$ cat config.mk
export PLATFORM = sky130hd
export DESIGN_NAME = meas_imp_flat
export DESIGN_NICKNAME = d
export VERILOG_FILES = /design/src/rtl/meas_imp_pkg.sv /design/src/rtl/meas_imp_if.sv /design/src/rtl/meas_imp_isqrt.sv /design/src/rtl/meas_imp.sv /design/src/flat_wrapper.sv
export SDC_FILE = /design/constraint.sdc
export NUM_CORES = 1
export LEC_CHECK = 0
export ABC_CLOCK_PERIOD_IN_PS = 2900
export BUFFER_PORTS_ARGS = -buffer_cell sky130_fd_sc_hd__buf_2
export CORE_MARGIN = 2
export CORE_UTILIZATION = 50
export DETAILED_ROUTE_END_ITERATION = 12
export HOLD_SLACK_MARGIN = 0.06
export PLACE_DENSITY_LB_ADDON = 0.3
export SLEW_MARGIN = 10
export SYNTH_ARGS = -nofsm -noshare
export SYNTH_HDL_FRONTEND = slang
export SYNTH_SLANG_ARGS = --single-unit
$ cat constraint.sdc
create_clock -name clk -period 2.9 [get_ports clk]
set_input_delay 0.145 -clock clk [delete_from_list [all_inputs] [get_ports clk]]
set_output_delay 0.145 -clock clk [all_outputs]
set_load 0.02 [all_outputs]
$ cat src/rtl/meas_imp_pkg.sv
// ---------------------------------------------------------------------------
// meas_imp_pkg : shared widths and root-engine state encoding
// Rev 1.0
// ---------------------------------------------------------------------------
`default_nettype none

package meas_imp_pkg;

  localparam int W_DEF      = 16;
  localparam int ROOT_W_DEF = W_DEF / 2;

  localparam logic [1:0] ST_IDLE = 2'd0;
  localparam logic [1:0] ST_CALC = 2'd1;
  localparam logic [1:0] ST_DONE = 2'd2;

endpackage

`default_nettype wire

$ cat src/rtl/meas_imp_if.sv
// ---------------------------------------------------------------------------
// meas_imp_if : tick/pulse inputs and measurement results of meas_imp
// Rev 1.0
// ---------------------------------------------------------------------------
`default_nettype none

interface meas_imp_if
  import meas_imp_pkg::*;
#(
  parameter int W = W_DEF
) ();

  logic           ce1us;
  logic           imp;
  logic [W-1:0]   per;
  logic [W/2-1:0] x;
  logic           valid;
  logic           ovf;
  logic           busy;

  modport master (
    output ce1us, imp,
    input  per, x, valid, ovf, busy
  );

  modport slave (
    input  ce1us, imp,
    output per, x, valid, ovf, busy
  );

endinterface

`default_nettype wire

$ cat src/rtl/meas_imp_isqrt.sv
// ---------------------------------------------------------------------------
// isqrt_seq : sequential restoring integer square root, one result bit/clk
// Rev 1.0
// ---------------------------------------------------------------------------
`default_nettype none

module isqrt_seq
  import meas_imp_pkg::*;
#(
  parameter int W = W_DEF
) (
  input  logic           clk,
  input  logic           rst,
  input  logic           start_i,
  input  logic [W-1:0]   din_i,
  output logic           busy_o,
  output logic           done_o,
  output logic [W/2-1:0] root_o
);

  localparam int RW = W / 2;
  localparam int IW = (RW > 1) ? $clog2(RW) : 1;

  logic [1:0]    state_q, state_d;
  logic [W-1:0]  din_q, din_d;
  logic [RW+1:0] rem_q, rem_d;
  logic [RW-1:0] root_q, root_d;
  logic [IW-1:0] iter_q, iter_d;
  logic [RW+1:0] rem_sh;
  logic [RW+1:0] trial;

  // The remainder never exceeds 2*root, so its low RW bits hold it losslessly
  // before shifting in the next two radicand bits.
  assign rem_sh = {rem_q[RW-1:0], din_q[W-1 -: 2]};
  assign trial  = {root_q, 2'b01};

  always_comb begin
    state_d = state_q;
    din_d   = din_q;
    rem_d   = rem_q;
    root_d  = root_q;
    iter_d  = iter_q;

    case (state_q)
      ST_CALC: begin
        din_d  = din_q << 2;
        iter_d = iter_q + 1'b1;
        if (rem_sh >= trial) begin
          rem_d  = rem_sh - trial;
          root_d = {root_q[RW-2:0], 1'b1};
        end else begin
          rem_d  = rem_sh;
          root_d = {root_q[RW-2:0], 1'b0};
        end
        if (iter_q == IW'(RW - 1)) begin
          state_d = ST_DONE;
        end
      end
      ST_DONE: state_d = ST_IDLE;
      default: state_d = ST_IDLE;
    endcase

    // A new start wins in any state and throws away the work in progress.
    if (start_i) begin
      state_d = ST_CALC;
      din_d   = din_i;
      rem_d   = '0;
      root_d  = '0;
      iter_d  = '0;
    end
  end

  always_ff @(posedge clk) begin
    if (rst) begin
      state_q <= ST_IDLE;
      din_q   <= '0;
      rem_q   <= '0;
      root_q  <= '0;
      iter_q  <= '0;
    end else begin
      state_q <= state_d;
      din_q   <= din_d;
      rem_q   <= rem_d;
      root_q  <= root_d;
      iter_q  <= iter_d;
    end
  end

  assign busy_o = (state_q != ST_IDLE);
  assign done_o = (state_q == ST_DONE);
  assign root_o = root_q;

endmodule

`default_nettype wire

$ cat src/rtl/meas_imp.sv
// ---------------------------------------------------------------------------
// meas_imp : measures the imp period in 1 us ticks and recovers sqrt(period)
// Rev 1.0
// ---------------------------------------------------------------------------
`default_nettype none

module meas_imp
  import meas_imp_pkg::*;
#(
  parameter int W = W_DEF
) (
  input  logic       clk,
  input  logic       rst,
  meas_imp_if.slave  bus
);

  localparam int         RW      = W / 2;
  localparam logic [W-1:0] CNT_MAX = '1;

  logic          s1_q, s2_q, s3_q;
  logic [W-1:0]  cnt_q, cnt_d;
  logic [W-1:0]  per_q, per_d;
  logic [RW-1:0] x_q, x_d;
  logic          valid_q, valid_d;
  logic          ovf_q, ovf_d;
  logic          armed_q, armed_d;

  logic          rise;
  logic          start;
  logic          eng_busy;
  logic          eng_done;
  logic [RW-1:0] eng_root;

  assign rise  = s2_q & ~s3_q;
  // The first edge after reset only opens the window; it carries no period.
  assign start = rise & armed_q;

  always_comb begin
    cnt_d = cnt_q;
    if (rise) begin
      cnt_d = '0;
    end else if (bus.ce1us && (cnt_q != CNT_MAX)) begin
      cnt_d = cnt_q + 1'b1;
    end

    ovf_d   = rise ? 1'b0 : (ovf_q | (cnt_d == CNT_MAX));
    armed_d = armed_q | rise;
    per_d   = start ? cnt_q : per_q;
    valid_d = eng_done & ~start;
    x_d     = valid_d ? eng_root : x_q;
  end

  always_ff @(posedge clk) begin
    if (rst) begin
      s1_q    <= 1'b0;
      s2_q    <= 1'b0;
      s3_q    <= 1'b0;
      cnt_q   <= '0;
      per_q   <= '0;
      x_q     <= '0;
      valid_q <= 1'b0;
      ovf_q   <= 1'b0;
      armed_q <= 1'b0;
    end else begin
      s1_q    <= bus.imp;
      s2_q    <= s1_q;
      s3_q    <= s2_q;
      cnt_q   <= cnt_d;
      per_q   <= per_d;
      x_q     <= x_d;
      valid_q <= valid_d;
      ovf_q   <= ovf_d;
      armed_q <= armed_d;
    end
  end

  isqrt_seq #(
    .W (W)
  ) u_isqrt (
    .clk     (clk),
    .rst     (rst),
    .start_i (start),
    .din_i   (cnt_q),
    .busy_o  (eng_busy),
    .done_o  (eng_done),
    .root_o  (eng_root)
  );

  assign bus.per   = per_q;
  assign bus.x     = x_q;
  assign bus.valid = valid_q;
  assign bus.ovf   = ovf_q;
  assign bus.busy  = eng_busy;

endmodule

`default_nettype wire

$ cat src/flat_wrapper.sv
// flat-port wrapper written by rule: the top's interface ports become plain ports
module meas_imp_flat import meas_imp_pkg::*;
#(
  parameter int W = W_DEF
)
  (clk, rst, bus_ce1us, bus_imp, bus_per, bus_x, bus_valid, bus_ovf, bus_busy);
  meas_imp_if #(.W(W)) bus_i ();
  input  logic clk;
  input  logic rst;
  input wire logic [$bits(bus_i.ce1us)-1:0] bus_ce1us;
  input wire logic [$bits(bus_i.imp)-1:0] bus_imp;
  output wire logic [$bits(bus_i.per)-1:0] bus_per;
  output wire logic [$bits(bus_i.x)-1:0] bus_x;
  output wire logic [$bits(bus_i.valid)-1:0] bus_valid;
  output wire logic [$bits(bus_i.ovf)-1:0] bus_ovf;
  output wire logic [$bits(bus_i.busy)-1:0] bus_busy;
  assign bus_i.ce1us = bus_ce1us;
  assign bus_i.imp = bus_imp;
  assign bus_per = bus_i.per;
  assign bus_x = bus_i.x;
  assign bus_valid = bus_i.valid;
  assign bus_ovf = bus_i.ovf;
  assign bus_busy = bus_i.busy;
  meas_imp #(.W(W)) u_core (.clk(clk), .rst(rst), .bus(bus_i));
endmodule
==> impl_metrics.csv <==
group,metric,value,unit
final_layout,nNetsFinal,522,
final_layout,drive_above_1_share,12.4,%
grt,antenna_found_initial,0,
yosys,yosysMostFrequentCell,"nand2_1",
final_layout,multi_input_area,0.00199,mm²
critical_path,end_kind,"register",
flow_run,maxCapViolCount,0,
timing,max-slew-margin-rel,44.7,%
yosys,ys_ff_latch,83,
cts,cts.path.max_buffers,2,
yosys,syn-num-nets,501,
power_and_ir_drop,p_leak,0.00167,µW
floorplanning,placement_rows,31,
yosys,synth_async_sr_flop_share,0,%
timing,final-max-slew-violation-count,0,
floorplanning,dieArea,0.00833,mm²
power_and_ir_drop,vdd_drop_max,0.280,mV
drt,num_vias,3305,
floorplanning,num_io_pins,31,
final_layout,area.sequential,0.00166,mm²
worst_hold_path,whs_endpoint,"u_core.armed_q",
place,portBuffers,30,
timing,setup_viol,0,
timing,hold_viol_final,0,
drt,wire_per_inst,14.1,µm
cts,clock-root-buffer,"clkbuf_8",
grt,grt_overflow,0,
floorplanning,core,0.00733,mm²
yosys,synthCells,484,
cts,htreeDepth,3,
timing,holdWs,0.156,ns
worst_hold_path,min_from,"rst",
yosys,synth_edf_count,0,
power_and_ir_drop,finalPower,1940,µW
critical_path,worstPathRequired,3.09,ns
critical_path,r2r_setup_slack,0.61,ns
status,status,"completed",
worst_hold_path,min_path_type,"input pin to register",
final_layout,final_util,57.0,%
cts,cts.repair.resized,0,
yosys,syn_area,0.00381,mm²
place,gp_congestion,0.933,
critical_path,r2r_start,"u_core.u_isqrt.root_o[5]",
timing,rsz0062_at_grt,"no",
grt,grt_pass1_wl,14.4,mm
drt,first_pass_iters,5,
yosys,yosysTopAreaCell,"dfxtp_1",
drt,postRouteAntennaNets,0,
worst_hold_path,whs_path_depth,2,
cts,clk_pin_slew,0.07,ns
critical_path,crit_path_max_fanout,12,
grt,grt_pass1_vias,3080,
cts,cts.sinks,83,
grt,grt_max_degree,36,
cts,cts_tree,"done",
critical_path,reg2reg_depth,7,
yosys,ys_seq_area_share,43.7,%
floorplanning,start_util,51.9,%
drt,drc_errors,0,
drt,drt_iter0_markers,246,
timing,post-route-period-util,79.0,%
grt,grtUsageTotal,21.3,%
final_layout,fillCellCount,677,
drt,wl,8.54,mm
yosys,synth_area_leaders,"dfxtp_1 44%, nand2_1 12%, a21oi_1 8.4%",
final_layout,antennaDiodeCount,0,
timing,fin_crit,2.29,ns
yosys,yosys-top-cells-count,"119 x nand2_1, 83 x dfxtp_1, 64 x a21oi_1",
yosys,yosysTopAreaCellShare,43.7,%
cts,cts_buffers,9,
critical_path,worstSetupStartpoint,"u_core.u_isqrt.root_o[5]",
power_and_ir_drop,power_density,463,mW/mm²
place,hpwl,6.06,mm
drt,via_per_inst,5.45,
yosys,synth_flop_cell,"dfxtp_1",
floorplanning,die_h,91.3,µm
critical_path,crit_arrival,2.48,ns
timing,setup_tns,0,ns
cts,clk_latency,0.34,ns
critical_path,reg2reg_to,"u_core.u_isqrt.rem_q[3]",
yosys,ys.warnings.count,0,
critical_path,crit_path_start_kind,"register",
floorplanning,fp.dieW,91.3,µm
cts,post_cts_buffers,0,
final_layout,syn_to_final_growth,9.76,%
critical_path,worstSetupPathType,"register to register",
yosys,yosysUniqueCellTypes,50,
timing,worst_slew_pin_slew,0.826,ns
timing,max_freq,436,MHz
timing,fin_skew,0.00619,ns
yosys,syn_avg_cell_area,7.86,µm²
==> per-stage QoR <==
step | worst slack (ns) | cells | cell area, µm²
4_1_cts | 0.669 | 606 | 4180
2_1_floorplan | 0.874 | 484 | 3810
5_1_grt | 0.461 | 606 | 4180
3_3_place_gp | 0.755 | 592 | 4020
3_5_place_dp | 0.711 | 592 | 4020
6_report | 0.609 | 606 | 4180
==> layer usage <==
layer / GRT usage (%) / vias up / wire, µm
li1: - / 1672 / -
met1: 28.7 / 1518 / 4120
met2: 32.6 / 95 / 3800
met3: 4.15 / 20 / 450
met4: 10.6 / 0 / 172
met5: 0 / - / 0
==> state kept, by name (all words and copies together) (netlist names) <==
name,flops
u_core.armed_q,1
u_core.u_isqrt.din_q,16
u_core.bus.valid,1
u_core.s1_q,1
u_core.bus.x,8
u_core.u_isqrt.root_o,8
u_core.u_isqrt.state_q,2
u_core.s3_q,1
u_core.u_isqrt.iter_q,3
u_core.bus.per,16
u_core.cnt_q,16
u_core.u_isqrt.rem_q,8
u_core.bus.ovf,1
u_core.s2_q,1
==> worst max-delay path by stage <==
stage / slack (ns) / cells after the start / endpoint
2_1_floorplan: 0.87 / 9 / u_core.u_isqrt.rem_q[6]
6_report: 0.61 / 7 / u_core.u_isqrt.rem_q[3]
4_1_cts: 0.67 / 7 / u_core.u_isqrt.rem_q[3]
3_3_place_gp: 0.76 / 7 / u_core.u_isqrt.rem_q[3]
3_5_place_dp: 0.71 / 7 / u_core.u_isqrt.rem_q[3]
5_1_grt: 0.46 / 7 / u_core.u_isqrt.rem_q[7]
==> what timing repair did <==
| action | 4_1_cts | 5_1_grt |
|---|---|---|
| hold buffers | 1 | 0 |
| endpoints found under the setup margin | 0 | 0 |
| hold endpoints to repair | 1 | 0 |
==> cell families after synthesis <==
kind of cell / after synthesis / synth area share, %
muxes: 8 / 2.10
and+or+nand+nor: 222 / 26.8
DFF: 83 / 43.7
AOI/OAI and AO/OA: 106 / 16.1
adders and majority gates: 13 / 4.27
xor gates and xnor gates: 12 / 2.76
buffers and inverters: 40 / 4.24
==> cells in the final DEF (no fill, tap or decap), types with 6 or more instances in the layout <==
cell / synthesis / final
nand2b_1: 7 / 7
dfxtp_1: 83 / 83
mux2i_1: 8 / 8
a21oi_1: 64 / 64
o21ai_0: 16 / 16
o21a_1: 6 / 6
buf_2: 3 / 30
clkbuf_8: 0 / 10
nor2_1: 38 / 38
nand2_1: 119 / 119
nand3_1: 16 / 16
nor2b_1: 7 / 6
ha_1: 13 / 13
buf_4: 2 / 7
inv_1: 12 / 12
xor2_1: 8 / 8
==> power breakdown <==
part	leakage, µW	internal [µW]	total, µW	switching (µW)
registers	0.000669	1150	1150	7.48
logic	0.000928	28.7	84.3	55.6
clock network	0.0000754	322	698	375
total	0.00167	1500	1940	438
==> worst max-delay path: stages, from the launching register on <==
cell and delay [ns]:
dfxtp_1 0.35, inv_1 0.07, ha_1 0.30, and3_1 0.21
a221oi_1 0.40, o21a_1 0.49, mux2i_1 0.24, a21oi_1 0.08
==> final cells by class <==
| type | count | share of cell area, % |
|---|---|---|
| well taps | 99 | 2.96 |
| clock buffers | 13 | 3.56 |
| multi-input cells | 361 | 47.5 |
| flip-flops and latches | 83 | 39.8 |
| inverters | 12 | 1.08 |
| repair buffers | 38 | 5.09 |
Power figures use the tool's default switching activity.
